[src/rtl/cube_rule_pkg.sv]
// Shared defaults and the rule record for the cube rule engine.
// Rule fields are stored at MAX_WIDTH so one record type serves any WIDTH up to it.
package cube_rule_pkg;

  localparam int DEF_WIDTH = 5;
  localparam int DEF_RULES = 8;
  localparam int DEF_CNT_W = 16;
  localparam int MAX_WIDTH = 32;

  typedef struct packed {
    logic                 en;
    logic [MAX_WIDTH-1:0] mask;
    logic [MAX_WIDTH-1:0] val;
  } rule_t;

endpackage

[src/rtl/cube_match.sv]
// One cube rule: matches when enabled and every cared-for bit equals its literal.
module cube_match #(
  parameter int WIDTH = 5
) (
  input  logic             i_en,
  input  logic [WIDTH-1:0] i_mask,
  input  logic [WIDTH-1:0] i_val,
  input  logic [WIDTH-1:0] i_data,
  output logic             o_match
);

  assign o_match = i_en && (((i_data ^ i_val) & i_mask) == '0);

endmodule

[src/rtl/cube_rule_engine.sv]
// Two-stage cube-rule matcher with a programmable rule table, global-stall
// handshake, fixed-priority first-match encode and saturating per-rule hit counters.
module cube_rule_engine
  import cube_rule_pkg::*;
#(
  parameter  int WIDTH = DEF_WIDTH,
  parameter  int RULES = DEF_RULES,
  parameter  int CNT_W = DEF_CNT_W,
  localparam int IDX_W = $clog2(RULES)
) (
  input  logic             clk,
  input  logic             rst_n,
  input  logic             cfg_we,
  input  logic [IDX_W-1:0] cfg_idx,
  input  logic             cfg_en,
  input  logic [WIDTH-1:0] cfg_mask,
  input  logic [WIDTH-1:0] cfg_val,
  input  logic             in_valid,
  output logic             in_ready,
  input  logic [WIDTH-1:0] in_data,
  output logic             out_valid,
  input  logic             out_ready,
  output logic [RULES-1:0] out_match,
  output logic             out_any,
  output logic [IDX_W-1:0] out_first,
  input  logic [IDX_W-1:0] cnt_idx,
  output logic [CNT_W-1:0] cnt_value,
  input  logic             cnt_clr
);

  rule_t                r_rules [RULES];
  logic                 r_s1Valid;
  logic [WIDTH-1:0]     r_s1Data;
  logic                 r_s2Valid;
  logic [RULES-1:0]     r_s2Match;
  logic [CNT_W-1:0]     r_cnt [RULES];

  logic                 w_advance;
  logic                 w_consume;
  logic [RULES-1:0]     w_match;
  logic [MAX_WIDTH-1:0] w_dataExt;
  logic [IDX_W-1:0]     w_first;

  // Reset flushes the pipeline, so the input side reads ready throughout it.
  assign w_advance = !rst_n || !r_s2Valid || out_ready;
  assign w_consume = r_s2Valid && out_ready;
  assign w_dataExt = MAX_WIDTH'(r_s1Data);

  for (genvar g = 0; g < RULES; g++) begin : g_rule
    cube_match #(.WIDTH(MAX_WIDTH)) u_match (
      .i_en    (r_rules[g].en),
      .i_mask  (r_rules[g].mask),
      .i_val   (r_rules[g].val),
      .i_data  (w_dataExt),
      .o_match (w_match[g])
    );
  end

  always_ff @(posedge clk) begin
    if (!rst_n) begin
      for (int r = 0; r < RULES; r++) r_rules[r] <= '0;
    end else if (cfg_we && (int'(cfg_idx) < RULES)) begin
      r_rules[cfg_idx] <= '{en: cfg_en, mask: MAX_WIDTH'(cfg_mask), val: MAX_WIDTH'(cfg_val)};
    end
  end

  always_ff @(posedge clk) begin
    if (!rst_n) begin
      r_s1Valid <= 1'b0;
      r_s1Data  <= '0;
      r_s2Valid <= 1'b0;
      r_s2Match <= '0;
    end else if (w_advance) begin
      r_s1Valid <= in_valid;
      r_s1Data  <= in_data;
      r_s2Valid <= r_s1Valid;
      r_s2Match <= r_s1Valid ? w_match : '0;
    end
  end

  // Clear outranks a same-cycle increment.
  always_ff @(posedge clk) begin
    if (!rst_n || cnt_clr) begin
      for (int r = 0; r < RULES; r++) r_cnt[r] <= '0;
    end else if (w_consume) begin
      for (int r = 0; r < RULES; r++) begin
        if (r_s2Match[r] && (r_cnt[r] != '1)) r_cnt[r] <= r_cnt[r] + 1'b1;
      end
    end
  end

  always_comb begin
    w_first = '0;
    for (int r = RULES - 1; r >= 0; r--) begin
      if (r_s2Match[r]) w_first = IDX_W'(r);
    end
  end

  always_comb begin
    cnt_value = '0;
    if (int'(cnt_idx) < RULES) cnt_value = r_cnt[cnt_idx];
  end

  assign in_ready  = w_advance;
  assign out_valid = r_s2Valid;
  assign out_match = r_s2Match;
  assign out_any   = |r_s2Match;
  assign out_first = w_first;

endmodule

[config.mk]
export PLATFORM = sky130hd
export DESIGN_NAME = cube_rule_engine
export DESIGN_NICKNAME = d
export VERILOG_FILES = /design/src/rtl/cube_rule_pkg.sv /design/src/rtl/cube_match.sv /design/src/rtl/cube_rule_engine.sv
export SDC_FILE = /design/constraint.sdc
export NUM_CORES = 1
export LEC_CHECK = 0
export BUFFER_PORTS_ARGS = -buffer_cell sky130_fd_sc_hd__buf_2
export CORE_MARGIN = 4
export CORE_UTILIZATION = 55
export CTS_BUF_LIST = sky130_fd_sc_hd__clkbuf_4 sky130_fd_sc_hd__clkbuf_8 sky130_fd_sc_hd__clkbuf_16
export DETAILED_ROUTE_END_ITERATION = 10
export PLACE_DENSITY = 0.82
export SYNTH_ARGS = -nofsm -noshare
export SYNTH_HDL_FRONTEND = slang
export SYNTH_HIERARCHICAL = 1
export SYNTH_SLANG_ARGS = --single-unit
export TNS_END_PERCENT = 30
[constraint.sdc]
create_clock -name clk -period 2.2 [get_ports clk]
set_input_delay 0.33 -clock clk [delete_from_list [all_inputs] [get_ports clk]]
set_output_delay 0.33 -clock clk [all_outputs]
set_load 0.01 [all_outputs]
# After elaboration in Yosys (flattened, before gate mapping)
# Memory sizes are Yosys's and may differ from the RTL's.
# Cells that the tools add are included.
[classes]
n_eq_ne = 8
n_reduce_logical = 32
mux = 58
add_sub_neg = 8
bitwise = 24
[ops]
columns = ["cell", "n"]
rows = [
  ["$and 32x32->32", 8],
  ["$logic_not 32->1", 8],
  ["$xor 5x32->32", 8],
  ["$add 16x1->16 const B", 8],
  ["$mux 16", 8],
  ["$ne 16x16->1 const B", 8],
  ["$mux 1", 39],
  ["$mux 3", 9],
  ["$logic_and 1x1->1", 17],
  ["$mux 11", 1],
  ["$reduce_or 11->1", 1],
  ["$mux 8", 1],
  ["$or 1x1->1", 8],
  ["$reduce_or 8->1", 1],
  ["$logic_or 1x1->1", 3],
  ["$logic_not 1->1", 2],
]
[totals]
ramBits = 216
reg_bits = 15
in_bits = 28
wordCells = 136
output_inout_bits = 30
memories = 2
[memory_table]
columns = ["memory", "words", "width", "read_ports", "rd_ports_with_merged_regs", "write_ports", "line_no", "text"]
rows = [
  ["r_cnt", 8, 16, 9, 0, 8, "cube_rule_engine.sv:36", "logic [CNT_W-1:0] r_cnt [RULES];"],
  ["r_rules", 8, 11, 8, 0, 8, "cube_rule_engine.sv:31", "rule_t r_rules [RULES];"],
]

# Longest topological paths before layout
[logic_depth]
depth_word = 8
mapped_depth = 7
mapped_depth_nobuf = 7

# Hierarchy
# Netlist, hierarchy kept.
[by_module_without_submodules]
columns = ["mod", "cells_per_inst", "seq_area_each_um2", "area_each_um2", "n_inst"]
rows = [
  ["cube_rule_engine", 985, 6786.5, 11851.4, 1],
  ["cube_match", 53, 0.0, 454.2, 8],
]

# Worst setup path after synthesis
# OpenSTA, ideal clock, no wires.
[synth_path]
kind = "input -> register"
startpoint = "in rst_n"
endpoint = "mem r_rules[3][0] (netlist bit) (enable)"
n_path_buf = 1
setup_time_ps = 394
arrival_time_ps = 1582
required_time_ps = 1806
path_slack_ps = 224
cell_stages = 3
path_cell_list = "clkbuf_1 nand3_2 o21ai_0"
[synth_rtl]
columns = ["element", "line_no", "text"]
rows = [
  ["start, declared", "cube_rule_engine.sv:12", "input logic rst_n,"],
  ["end, declared", "cube_rule_engine.sv:31", ""],
]

==> flow_metrics.tcl <==
set metrics [dict create \
    min_from "in_data[2]" \
    slowest_stage "mux4_2" \
    core_area_sq_um 27780 \
    insertion_delay_ns 0.53 \
    vias_per_cell 4.925 \
    drive_gt1_share_pct 13.75 \
    rows 61 \
    synth_cell_types 59 \
    grt_pass1_vias 12600 \
    reg2reg_from "r_cnt[2][1]$_SDFFCE_PN0P_" \
    first_pass_iters 5 \
    p_int_w 0.008123 \
    grt_max_degree 38 \
    yosys.area_share.simple_pct 18.11 \
    tightest_slew_ns 0.6825 \
    cp_cell_sequence "mux4_2 > mux2_2 > buf_2" \
    leakagePower_nw 9.723 \
    power_density_nw_per_um2 545.7 \
    dp_cells 2496 \
    power_frac_seq_pct 47.6 \
    final.period_utilization_pct 105.4 \
    clockPowerShare_pct 37.0 \
    synth_area_leaders "edfxtp_1 42%, xor2_1 17%, mux4_2 4.5%, and2_1 3.8%, nor2_1 3.6%" \
    report.final.setup_viol 16 \
    placed_area_sq_um 18830 \
    area_delta_synth_final_pct 30.42 \
    synth_top_area_share_pct 41.89 \
    end_kind "output port" \
    syn_area_per_cell_sq_um 10.99 \
    synth-seq-cells 231 \
    wl_per_cell_um 15.14 \
    worstSetupPathType "reg2out" \
    grt.total_usage_pct 25.26 \
    netlist_area_sq_um 15480 \
    drc_errors 0 \
    initial_core_util_pct 55.74 \
    skew_ns 0.01759 \
    max-vdd-ir-drop_mv 0.4795 \
    total_power_w 0.01102 \
    rsz0062_at_grt "yes" \
    finish.utilization_pct 72.69 \
    fillers 2012 \
    startpoint_type "flip-flop" \
    hold_depth 3 \
    async_flop_share_pct 0 \
    p_switching_w 0.002898 \
    vias 12830 \
    max-cap-violations 0 \
    fp.dieH_um 175.8 \
    clk_path_buf_depth 3 \
    nets 2244 \
    p_sw_share_pct 26.29 \
    final_cells 2606 \
    grt_pass1_wl_um 62140 \
    antenna_found_initial 4 \
    synth_flop_cell "edfxtp_1" \
    fin_ws_ns -0.1193 \
    die_area_sq_um 30900 \
    die_w_um 175.8 \
    rr_worst_depth 6 \
    fmax_mhz 431.2 \
    crit_fanout 4 \
    fin_area_sq_um 20200 \
    htreeDepth 1 \
    synth_compound_area_share_pct 9.131 \
    cts_buffers 25 \
    clock_sinks 231 \
    port_buffers 57 \
    timing_hold_violations_final 0 \
    holdPathEnd "r_s1Data[2]$_SDFFE_PN0P_" \
    cts_tree "yes" \
    postCtsHoldBufs 0 \
    gp_congestion 0.9424 \
    postSynthCellCount 1409 \
    hp-class "in2reg" \
    seq_area_frac_synth_pct 43.83 \
    power_frac_comb_pct 15.4 \
    muxShareOfSynthArea_pct 6.230 \
    r2r_end "r_cnt[2][12]$_SDFFCE_PN0P_" \
    max-slew-margin-rel_pct 54.45 \
    first_iter_violations 876 \
    regToRegSetupSlack_ns 0.11 \
    final_antenna_net_count 0 \
    clk_pin_slew_ns 0.07 \
    cp_data_arrival_time_ns 1.99 \
    pin_count 58 \
    period_minus_slack_ns 2.319 \
    synth_edf_count 216 \
    failed_checks "negative setup slack" \
    synth_top_family_by_area "XOR/XNOR gates" \
    yosys_warnings 6 \
    synthXorXnorAreaFrac_pct 20.14 \
    synthAdderAreaFrac_pct 0.6464 \
    cts.root.buffer_cell "clkbuf_16" \
    status "finished with violations" \
    synth_top_cell_by_area "edfxtp_1" \
    critPathMaxStageDelay_ns 0.55 \
    worstPathRequired_ns 1.87 \
    hpwl_um 28770 \
    drv_slew 0 \
    wl_um 39470 \
    grt-ovfl-total 0 \
]
state kept, by name, indices dropped and copies added, names as in the netlist:
name	flops
r_cnt	128
r_s1Data	5
r_rules	88
out_match	8
r_s1Valid	1
out_valid	1
placed cells by master (no fill, tap or decap), drive strengths merged, types with 2 or more instances in the layout:
master	synthesis	routed
xnor2	58	58
conb	1	648
or2	4	4
xor2	298	298
a21oi	10	10
a22o	24	24
a31oi	2	2
clkbuf	17	32
mux2i	6	6
ha	8	8
or4	2	2
dfxtp	15	15
o21ai	12	12
nor3	27	27
nand3	82	82
nor4	24	24
clkinv	0	10
mux4	32	32
inv	23	24
a31o	15	15
a22oi	64	64
diode	0	2
nand4	53	53
edfxtp	216	216
mux2	16	16
nand3b	2	2
nand2	57	57
o211ai	2	2
and4	10	10
buf	22	164
nand2b	7	7
and2	95	95
a222oi	8	8
and3	10	10
a221oi	24	24
or3	4	4
nor2	149	149
worst max path at each step:
| stage | start | endpoint |
|---|---|---|
| floorplan | rst_n | r_rules[3][0]$_SDFFCE_PN0P_ |
| global placement | cnt_idx[1] | cnt_value[7] |
| detailed placement | cnt_idx[1] | cnt_value[7] |
| CTS | r_cnt[7][8]$_SDFFCE_PP0P_ | cnt_value[8] |
| global route | r_cnt[2][0]$_SDFFCE_PN0P_ | cnt_value[0] |
| finish | r_cnt[6][9]$_SDFFCE_PP0P_ | cnt_value[9] |
metal layers:
metal  share of wire [%]  vias up  wire, um  track usage, %
li1                    -     6183         -               -
met1                  38     6011     15100           31.91
met2                  49      522     19370           43.33
met3                 8.3      118      3262           4.907
met4                 4.4        0      1729           9.357
met5                   0        -         0               0
Yosys cell counts (all sizes together), types with 23 or more instances:
library cell and instances:
a221oi 24, a22o 24, a22oi 64, and2 95, edfxtp 216, inv 23
mux4 32, nand2 57, nand3 82, nand4 53, nor2 149, nor3 27
nor4 24, xnor2 58, xor2 298
worst max-delay path, delay by kind of cell (launching register included):
| family | cells | cell delay (ns) |
|---|---|---|
| muxes | 2 | 0.84 |
| DFF | 1 | 0.48 |
| buffers and inverters | 1 | 0.14 |
cell type report:
class	instances	area (sq um)	share of cell area, %
clock buffers	32	690.7	3.420
clock inverters	13	91.34	0.4523
multi-input cells	1763	10870	53.81
diodes	2	5.005	0.02478
repair buffers	164	1192	5.904
well taps	378	473.0	2.342
flip-flops and latches	231	6790	33.62
inverters	23	86.33	0.4275
timing repair:
action / in CTS / in global routing
pin swaps: 0 / 1
resized for setup: 10 / 14
setup endpoints to repair: 17 / 21
buffers inserted: 30 / 37
power by group through the flow:
stage	Sequential (W)	Clock, W	Combinational, W
detailed placement	0.00536	0	0.00144
CTS	0.00524	0.00415	0.00153
finish	0.00525	0.00408	0.00169
global route	0.00526	0.00431	0.00189
global placement	0.00535	0	0.00142
floorplan	0.00527	0	0.00115
metrics by stage:
step / TNS [ns] / worst slack (ns) / hold slack [ns]
2_1_floorplan: 0 / 0.2236 / 0.4515
3_3_place_gp: 0 / 0.1342 / 0.4697
3_5_place_dp: 0 / 0.1068 / 0.4829
4_1_cts: -1.521 / -0.1191 / 0.03554
5_1_grt: -1.796 / -0.1367 / 0.04849
6_report: -1.239 / -0.1193 / 0.05821
cell families (layout without fill, tap and decap cells):
family                   after synthesis  count (layout)
AND/OR/NAND/NOR                      530             530
XOR/XNOR                             356             356
buffers and inverters                 62             232
multiplexers                          54              54
flip-flops                           231             231
adder cells (fa/ha/maj)                8               8
other                                  1             650
AO/OA/AOI/OAI                        167             167
No activity file was read; power rests on OpenSTA's default activity.
